--- src/rtl/sc_fifo_pkg.sv ---
// Shared sizing helpers and reset values for the single-clock FIFO.
// Pointer wrap is explicit so any DEPTH works, not only powers of two.
package sc_fifo_pkg;

    localparam logic RST_EMPTY = 1'b1;
    localparam logic RST_FULL  = 1'b0;
    localparam logic RST_PULSE = 1'b0;

    function automatic int f_nb_count(input int depth);
        return $clog2(depth + 1);
    endfunction

    function automatic int f_ptr_next(input int ptr, input int depth);
        return (ptr >= depth - 1) ? 0 : ptr + 1;
    endfunction

endpackage

--- src/rtl/sc_fifo_ptr.sv ---
// Wrap-around pointer 0..DEPTH-1, advances by one when enabled.
// Single cycle update, synchronous active-high reset to zero.
module sc_fifo_ptr
    import sc_fifo_pkg::*;
#(
    parameter  int DEPTH  = 8,
    localparam int NB_PTR = (DEPTH > 1) ? $clog2(DEPTH) : 1
) (
    input  logic              i_clock,
    input  logic              i_reset,
    input  logic              i_en,
    output logic [NB_PTR-1:0] o_ptr
);

    always_ff @(posedge i_clock) begin
        if (i_reset)
            o_ptr <= '0;
        else if (i_en)
            o_ptr <= NB_PTR'(f_ptr_next(int'(o_ptr), DEPTH));
    end

endmodule

--- src/rtl/sc_fifo.sv ---
// Single-clock FIFO with count, almost flags and overflow/underflow pulses; rejects (never stalls) bad requests.
// Read latency 1 by default; define SC_FIFO_FWFT_EN for first-word-fall-through output.
module sc_fifo
    import sc_fifo_pkg::*;
#(
    parameter  int NB_DATA   = 4,
    parameter  int DEPTH     = 8,
    parameter  int AF_THRESH = 6,
    parameter  int AE_THRESH = 1,
    localparam int NB_COUNT  = f_nb_count(DEPTH)
) (
    input  logic                i_clock,
    input  logic                i_reset,
    input  logic                i_wr_en,
    input  logic [NB_DATA-1:0]  i_data,
    input  logic                i_rd_en,
    output logic [NB_DATA-1:0]  o_data,
    output logic                o_rd_valid,
    output logic                o_full,
    output logic                o_empty,
    output logic                o_almost_full,
    output logic                o_almost_empty,
    output logic [NB_COUNT-1:0] o_count,
    output logic                o_overflow,
    output logic                o_underflow
);

    localparam int NB_PTR = (DEPTH > 1) ? $clog2(DEPTH) : 1;
    localparam logic [NB_COUNT-1:0] FULL_CNT = NB_COUNT'(DEPTH);
    localparam logic [NB_COUNT-1:0] AF_CNT   = NB_COUNT'(AF_THRESH);
    localparam logic [NB_COUNT-1:0] AE_CNT   = NB_COUNT'(AE_THRESH);

    logic [NB_DATA-1:0]  mem [DEPTH];
    logic [NB_PTR-1:0]   wptr;
    logic [NB_PTR-1:0]   rptr;
    logic [NB_COUNT-1:0] count_q;
    logic                wr_acc;
    logic                rd_acc;

    // Acceptance uses start-of-cycle flags only: no bypass between read and write.
    assign wr_acc = i_wr_en && !o_full  && !i_reset;
    assign rd_acc = i_rd_en && !o_empty && !i_reset;

    assign o_count        = count_q;
    assign o_full         = (count_q == FULL_CNT);
    assign o_empty        = (count_q == '0);
    assign o_almost_full  = (count_q >= AF_CNT);
    assign o_almost_empty = (count_q <= AE_CNT);

    sc_fifo_ptr #(.DEPTH(DEPTH)) u_wptr (
        .i_clock (i_clock),
        .i_reset (i_reset),
        .i_en    (wr_acc),
        .o_ptr   (wptr)
    );

    sc_fifo_ptr #(.DEPTH(DEPTH)) u_rptr (
        .i_clock (i_clock),
        .i_reset (i_reset),
        .i_en    (rd_acc),
        .o_ptr   (rptr)
    );

    always_ff @(posedge i_clock) begin
        if (i_reset) begin
            count_q     <= '0;
            o_overflow  <= RST_PULSE;
            o_underflow <= RST_PULSE;
        end else begin
            o_overflow  <= i_wr_en && o_full;
            o_underflow <= i_rd_en && o_empty;
            case ({wr_acc, rd_acc})
                2'b10:   count_q <= count_q + 1'b1;
                2'b01:   count_q <= count_q - 1'b1;
                default: count_q <= count_q;
            endcase
        end
    end

    // Storage is intentionally left out of reset.
    always_ff @(posedge i_clock) begin
        if (wr_acc)
            mem[wptr] <= i_data;
    end

`ifdef SC_FIFO_FWFT_EN
    assign o_data     = o_empty ? '0 : mem[rptr];
    assign o_rd_valid = 1'b0;
`else
    logic [NB_DATA-1:0] data_q;
    logic               rd_valid_q;

    always_ff @(posedge i_clock) begin
        if (i_reset) begin
            data_q     <= '0;
            rd_valid_q <= 1'b0;
        end else begin
            rd_valid_q <= rd_acc;
            if (rd_acc)
                data_q <= mem[rptr];
        end
    end

    assign o_data     = data_q;
    assign o_rd_valid = rd_valid_q;
`endif

endmodule

--- config.mk ---
export PLATFORM = sky130hd
export DESIGN_NAME = sc_fifo
export DESIGN_NICKNAME = d
export VERILOG_FILES = /design/src/rtl/sc_fifo_pkg.sv /design/src/rtl/sc_fifo_ptr.sv /design/src/rtl/sc_fifo.sv
export SDC_FILE = /design/constraint.sdc
export NUM_CORES = 1
export LEC_CHECK = 0
export ABC_AREA = 1
export BUFFER_PORTS_ARGS = -buffer_cell sky130_fd_sc_hd__buf_2
export CORE_ASPECT_RATIO = 1.2
export CORE_MARGIN = 3
export CORE_UTILIZATION = 40
export DETAILED_ROUTE_END_ITERATION = 6
export GPL_ROUTABILITY_DRIVEN = 0
export PLACE_DENSITY = 0.56
export SYNTH_ARGS = -nofsm -noshare
export SYNTH_HDL_FRONTEND = slang
export SYNTH_SLANG_ARGS = --single-unit
--- constraint.sdc ---
create_clock -name i_clock -period 2.1 [get_ports i_clock]
set_input_delay 0.21 -clock i_clock [delete_from_list [all_inputs] [get_ports i_clock]]
set_output_delay 0.21 -clock i_clock [all_outputs]
set_load 0.1 [all_outputs]
### Word level (Yosys, flattened, before mapping)

Memory sizes are Yosys's and may differ from the RTL's. A register that Yosys moved wholly into a read port is not among the register bits.
Index checks and enable logic that the tools add are counted.

| word-level totals | value |
|---|---|
| bits in latches | 0 |
| memory bits (writable) | 32 |
| memories kept | 1 |
| input bits | 8 |
| logic and storage cells | 34 |
| flip-flop bits (word level) | 13 |
| ROM bits | 0 |
| output and inout port bits | 15 |

| cells by class | value |
|---|---|
| order comparisons | 4 |
| multiply operators | 0 |
| reductions and logical operators | 11 |
| add/subtract/negate cells | 4 |
| shifts and indexed selects | 0 |
| div/mod/pow operators | 0 |
| mux-type cells | 5 |
| bitwise logic cells | 0 |
| eq/ne operators | 3 |

Memory list:

| name | words | width | rd ports | clocked after memory_dff | wr ports | line | RTL |
|---|---|---|---|---|---|---|---|
| mem | 8 | 4 | 1 | 1 | 1 | sc_fifo.sv:33 | `logic [NB_DATA-1:0] mem [DEPTH];` |

Operator list:

| kind | count |
|---|---|
| one-hot mux 4 bit (2 select lines) | 1 |
| adder 3 x 1 -> 3 bit (second input constant) | 2 |
| greater-or-equal comparator 3 bit (second input constant) | 2 |
| logical AND 1 bit | 6 |
| two-way mux 3 bit | 2 |
| adder 4 x 1 -> 4 bit (second input constant) | 1 |
| equality test 4 bit (second input constant) | 1 |
| greater-or-equal comparator 4 x 3 -> 1 bit (second input constant) | 1 |
| less-or-equal comparator 4 x 1 -> 1 bit (second input constant) | 1 |
| logical NOT 4 bit | 1 |
| subtractor 4 x 1 -> 4 bit (second input constant) | 1 |
| logical NOT 1 bit | 3 |
| equality test 2 x 1 -> 1 bit (second input constant) | 1 |
| equality test 2 bit (second input constant) | 1 |
| two-way mux 1 bit | 2 |
| nonzero test 2 bit | 1 |

### Logic depth before layout (Yosys ltp)

| depth | value |
|---|---|
| depth in word-level cells | 6 |
| mapped depth | 11 |
| gate-level depth less buffers | 11 |

### Cells and area by module

From an unflattened synthesis, not the netlist that was laid out.

| second synthesis, totals | value |
|---|---|
| cells, all modules | 249 |
| area, all modules | 2,304.7 µm² |

Modules (own cells, without submodules):

| module | times used | sequential area each (µm²) | area an instance (µm²) | cells an instance |
|---|---|---|---|---|
| sc_fifo | 1 | 1,181.1 | 1,996.9 | 211 |
| sc_fifo_ptr | 2 | 60.1 | 153.9 | 19 |

### Least setup slack after synthesis

No wires, ideal clock.

| timing | value |
|---|---|
| path type | register to output |
| start point | register count_q[1], in the netlist o_count[1] |
| end point | output port o_almost_full |
| data required time | 1.890 ns |
| buffers on the path | 0 |
| path slack | -0.754 ns |
| arrival time | 2.644 ns |
| cell stages (with the launch flop) | 4 |
| path through | dfxtp_1 > ha_1 > nor3_1 > nor2_1 |

| between the ends | value |
|---|---|
| cells in the longest elaborated chain, start to end | 1 |

RTL lines:

| what | line | RTL |
|---|---|---|
| from (decl) | sc_fifo.sv:36 | `logic [NB_COUNT-1:0] count_q;` |
| from (signal assigned) | sc_fifo.sv:73 | `2'b10: count_q <= count_q + 1'b1;` |
| from (signal assigned) | sc_fifo.sv:74 | `2'b01: count_q <= count_q - 1'b1;` |
| from (signal assigned) | sc_fifo.sv:75 | `default: count_q <= count_q;` |
| greater-or-equal comparator 4 x 3 -> 1 bit | sc_fifo.sv:47 | `assign o_almost_full = (count_q >= AF_CNT);` |
| to (decl) | sc_fifo.sv:21 | `output logic o_almost_full,` |

No other way between the ends.

### Final worst setup path

| timing | value |
|---|---|
| start point | register count_q[0], in the netlist o_count[0] |
| end point | register count_q[3], in the netlist o_count[3] |

| between the ends | value |
|---|---|
| cells in the longest elaborated chain, start to end | 6 |

RTL lines:

| what | line | RTL |
|---|---|---|
| logical NOT 4 bit (*) | sc_fifo.sv:46 | `assign o_empty = (count_q == '0);` |
| logical NOT 1 bit (*) | sc_fifo.sv:42 | `assign rd_acc = i_rd_en && !o_empty && !i_reset;` |
| logical AND 1 bit (*) (2 in series) | sc_fifo.sv:42 |  |
| via rd_acc | sc_fifo.sv:38 | `logic rd_acc;` |
| equality test 2 x 1 -> 1 bit or equality test 2 bit (tied branches) | sc_fifo.sv:72 | `case ({wr_acc, rd_acc})` |
| one-hot mux 4 bit (2 select lines) or nonzero test 2 bit (tied branches) | n/a |  |

The timed path passes the listed nets; every way through them passes the cells marked *.
A chain may end at the register's enable or synchronous reset.

==> results.txt <==
The run finished with clean final reports. CTS placed an instance of sky130_fd_sc_hd__clkbuf_8 at the clock tree root. For this run, the detailed router's first-pass iteration total came to 4. Final critical-path share of the clock period: 0.9077.

The area added between synthesis and finish was 11.56%. The fraction of final layout cells with drive strength greater than 1 is 0.2000, and the post-route DRC violation count is 0. After detailed routing, the number of vias per cell comes to 4.855. The library cell used most frequently in the layout, excluding fill and tap cells, is sky130_fd_sc_hd__nand2_1. The floorplan has 29 rows. The total nets after synthesis was 259; the detailed-route wire length was 4447 um. The repair_antennas step left the layout with diodes totalling 0.

For the post-layout utilization of the core, the log shows 0.4712. The tools report the critical path data required time as 2320 ps. The run gives 1515 as the via count of the first global-routing pass.

The clock passes through at most 2 buffers. The number of standard cells after synthesis is 242, and the average instance area after synthesis is 9.436 um2. Entering global routing, the biggest net connects 19 pins. TritonCTS built the clock tree.

For the sequential fraction of the synthesis area, the log shows 0.5699. The DRC marker count from the first detailed-route iteration is 114, and the number of max-slew violations in the final report is 0. The top cell types in the final layout, fill and taps aside, are sky130_fd_sc_hd__nand2_1 (54), sky130_fd_sc_hd__inv_1 (38), sky130_fd_sc_hd__edfxtp_1 (32). The area fraction of the dominant cell type after synthesis is 0.4208.

The count of vias placed by the detailed router was 1612. The depth of the CTS H-tree is 2. Setup violations remaining at the end of the flow were counted as 0. From bottom edge to top edge, the die measures 88.77 um. The run gives 0.6660 as the worst slew margin relative to its limit. The average routed wire per standard cell was 13.39 um; the worst-margin pin slew was 504.4 ps. Setup repair after global routing left no endpoint under its margin.

Cell accounting for the most synthesized area: sky130_fd_sc_hd__edfxtp_1. The logs give 290 ps for the later-pin clock latency in the skew report and 49 for the number of clock sinks. The number of hold-slack violations in the final timing report was 0; the floorplan die area was 6655 um2. For this run, the top clock speed supported by timing is 524.6 MHz.

By area the synthesized netlist is led by sky130_fd_sc_hd__edfxtp_1 (42%), sky130_fd_sc_hd__dfxtp_1 (15%), sky130_fd_sc_hd__nand2_1 (8.9%). Starting density of the core: 0.4224. Across the run, the number of max-cap violations was 0. Post-synthesis register bit count: 49. Kind of start point of the critical path: a flip-flop. The number of hold buffers added after CTS was 0. The run gives 0 as the number of antenna violations at the first check in global routing.

For the number of placed I/O pins, the log shows 23. Port buffering added 22 buffers. After floorplanning, the core was sized to cover 5406 um2. For this run, the post-layout net count is 286. The HPWL after detailed placement is 3304 um.

By startpoint and endpoint, the worst setup path is classified as flip-flop to flip-flop. The tools report the sum of negative setup slack as 0 ps. Kind of capture point of the worst setup path: a flip-flop.

The tools report the leakage power total as 1.128 nW. VDD sags by at most 0.0003883 V. The classification of the worst-slack hold path was input port to flip-flop. The logs give 0.1494 for the total routing resource utilization after global routing and 5 for the number of CTS-inserted buffers. The count of nets left with antenna violations once routing finished came out at 0. The tools report the distinct cell type count after synthesis as 28. At the worst endpoint, the arrival time is 2130 ps.

Summed over all layers, the global routing overflow is 0. The tools report the setup skew after layout as 6.462 ps. The total power is 2.084 mW, and the wire length of the first global-routing pass is 7341 um. Along the worst path, the maximum fanout reaches 6.

Power per cell area: 817.9 nW/um2. After clock tree synthesis, the clock-pin slew on the worst setup and hold paths is 90 ps. The Yosys step of the flow raised 0 warnings. The worst path in the final design needs a cycle of 1906 ps, including I/O delays and setup.

In this run the cell area of the synthesized design comes to 2283 um2. The die is 74.97 um wide.
cells in the mapped netlist (all sizes together):
cell type	count
nand2	55
inv	41
edfxtp	32
nand3	28
nor2	21
dfxtp	17
a21oi	12
ha	9
o21ai	8
buf	7
nor3	4
nand4	3
clkinv	2
and3	1
o211ai	1
xor2	1
power breakdown:
part	total, mW	switching [mW]	internal (mW)
clock	0.558	0.289	0.269
sequential	1.08	0.0270	1.06
combinational	0.443	0.350	0.0930
total	2.08	0.666	1.42
per-stage QoR:
step / area, um2 / setup WS [ps] / hold slack (ps) / instances
4_1_cts: 2542 / 176.4 / 158.2 / 332
2_1_floorplan: 2296 / 48.32 / 308.9 / 242
6_report: 2547 / 193.8 / 165.2 / 332
5_1_grt: 2547 / 38.02 / 185.0 / 332
3_3_place_gp: 2452 / 259.1 / 451.7 / 324
3_5_place_dp: 2452 / 210.6 / 457.4 / 324
path summary, 6_finish.rpt:
kind                             end                     from  depth (start not counted)  slack (ps)
max reg2reg  o_count[3]$_SDFFE_PP0P_  o_count[0]$_SDFFE_PP0P_                         11         190
min           o_underflow$_SDFF_PP0_                  i_rd_en                          3         170
max          o_count[3]$_SDFFE_PP0P_  o_count[0]$_SDFFE_PP0P_                         11         190
min reg2reg   o_data[0]$_SDFFE_PP0P_   o_data[0]$_SDFFE_PP0P_                          2         470
flip-flops by register name (all words and copies together) (netlist names):
register,cells
mem,32
o_count,4
o_data,4
o_overflow,1
o_rd_valid,1
o_underflow,1
u_rptr.o_ptr,3
u_wptr.o_ptr,3
kinds of logic after synthesis:
logic type,Yosys count,share of synthesized area
AOI/OAI and AO/OA,21,0.05095
buffers and inverters,50,0.1025
and+or+nand+nor,112,0.2236
DFF,49,0.5699
adders and majority gates,9,0.04932
xor gates and xnor gates,1,0.003836
critical path, stage by stage (launching register included):
cell	delay, ps
sky130_fd_sc_hd__dfxtp_4	360
sky130_fd_sc_hd__inv_1	130
sky130_fd_sc_hd__ha_2	230
sky130_fd_sc_hd__nand2_2	90
sky130_fd_sc_hd__nand3_2	90
sky130_fd_sc_hd__inv_2	70
sky130_fd_sc_hd__ha_1	360
sky130_fd_sc_hd__nor2_2	150
sky130_fd_sc_hd__nand4_1	100
sky130_fd_sc_hd__nand2_1	80
sky130_fd_sc_hd__o21ai_0	70
sky130_fd_sc_hd__a21oi_1	110
per-layer routing:
metal  share of wire  wire, um  global-route usage  vias up
li1                -         -                   -      838
met1            0.45      2021              0.1909      745
met2            0.50      2209              0.2456       21
met3           0.026       117             0.02727        8
met4           0.022        99             0.06472        0
met5               0         0                   0        -
area by class of cell:
class	instances	area, um2
clock buffers	8	90.09
fillers	527	2859
inverters	43	165.2
multi-input cells	143	755.7
flip-flops and latches	49	1311
well taps	62	77.57
repair buffers	27	147.6
repair_timing:
| action | CTS | global route |
|---|---|---|
| setup buffers | 0 | 0 |
| resized for setup | 0 | 2 |
| endpoints found under the setup margin | 0 | 1 |
| hold endpoints to repair | 0 | 0 |
(Power assumes the default switching activity.)
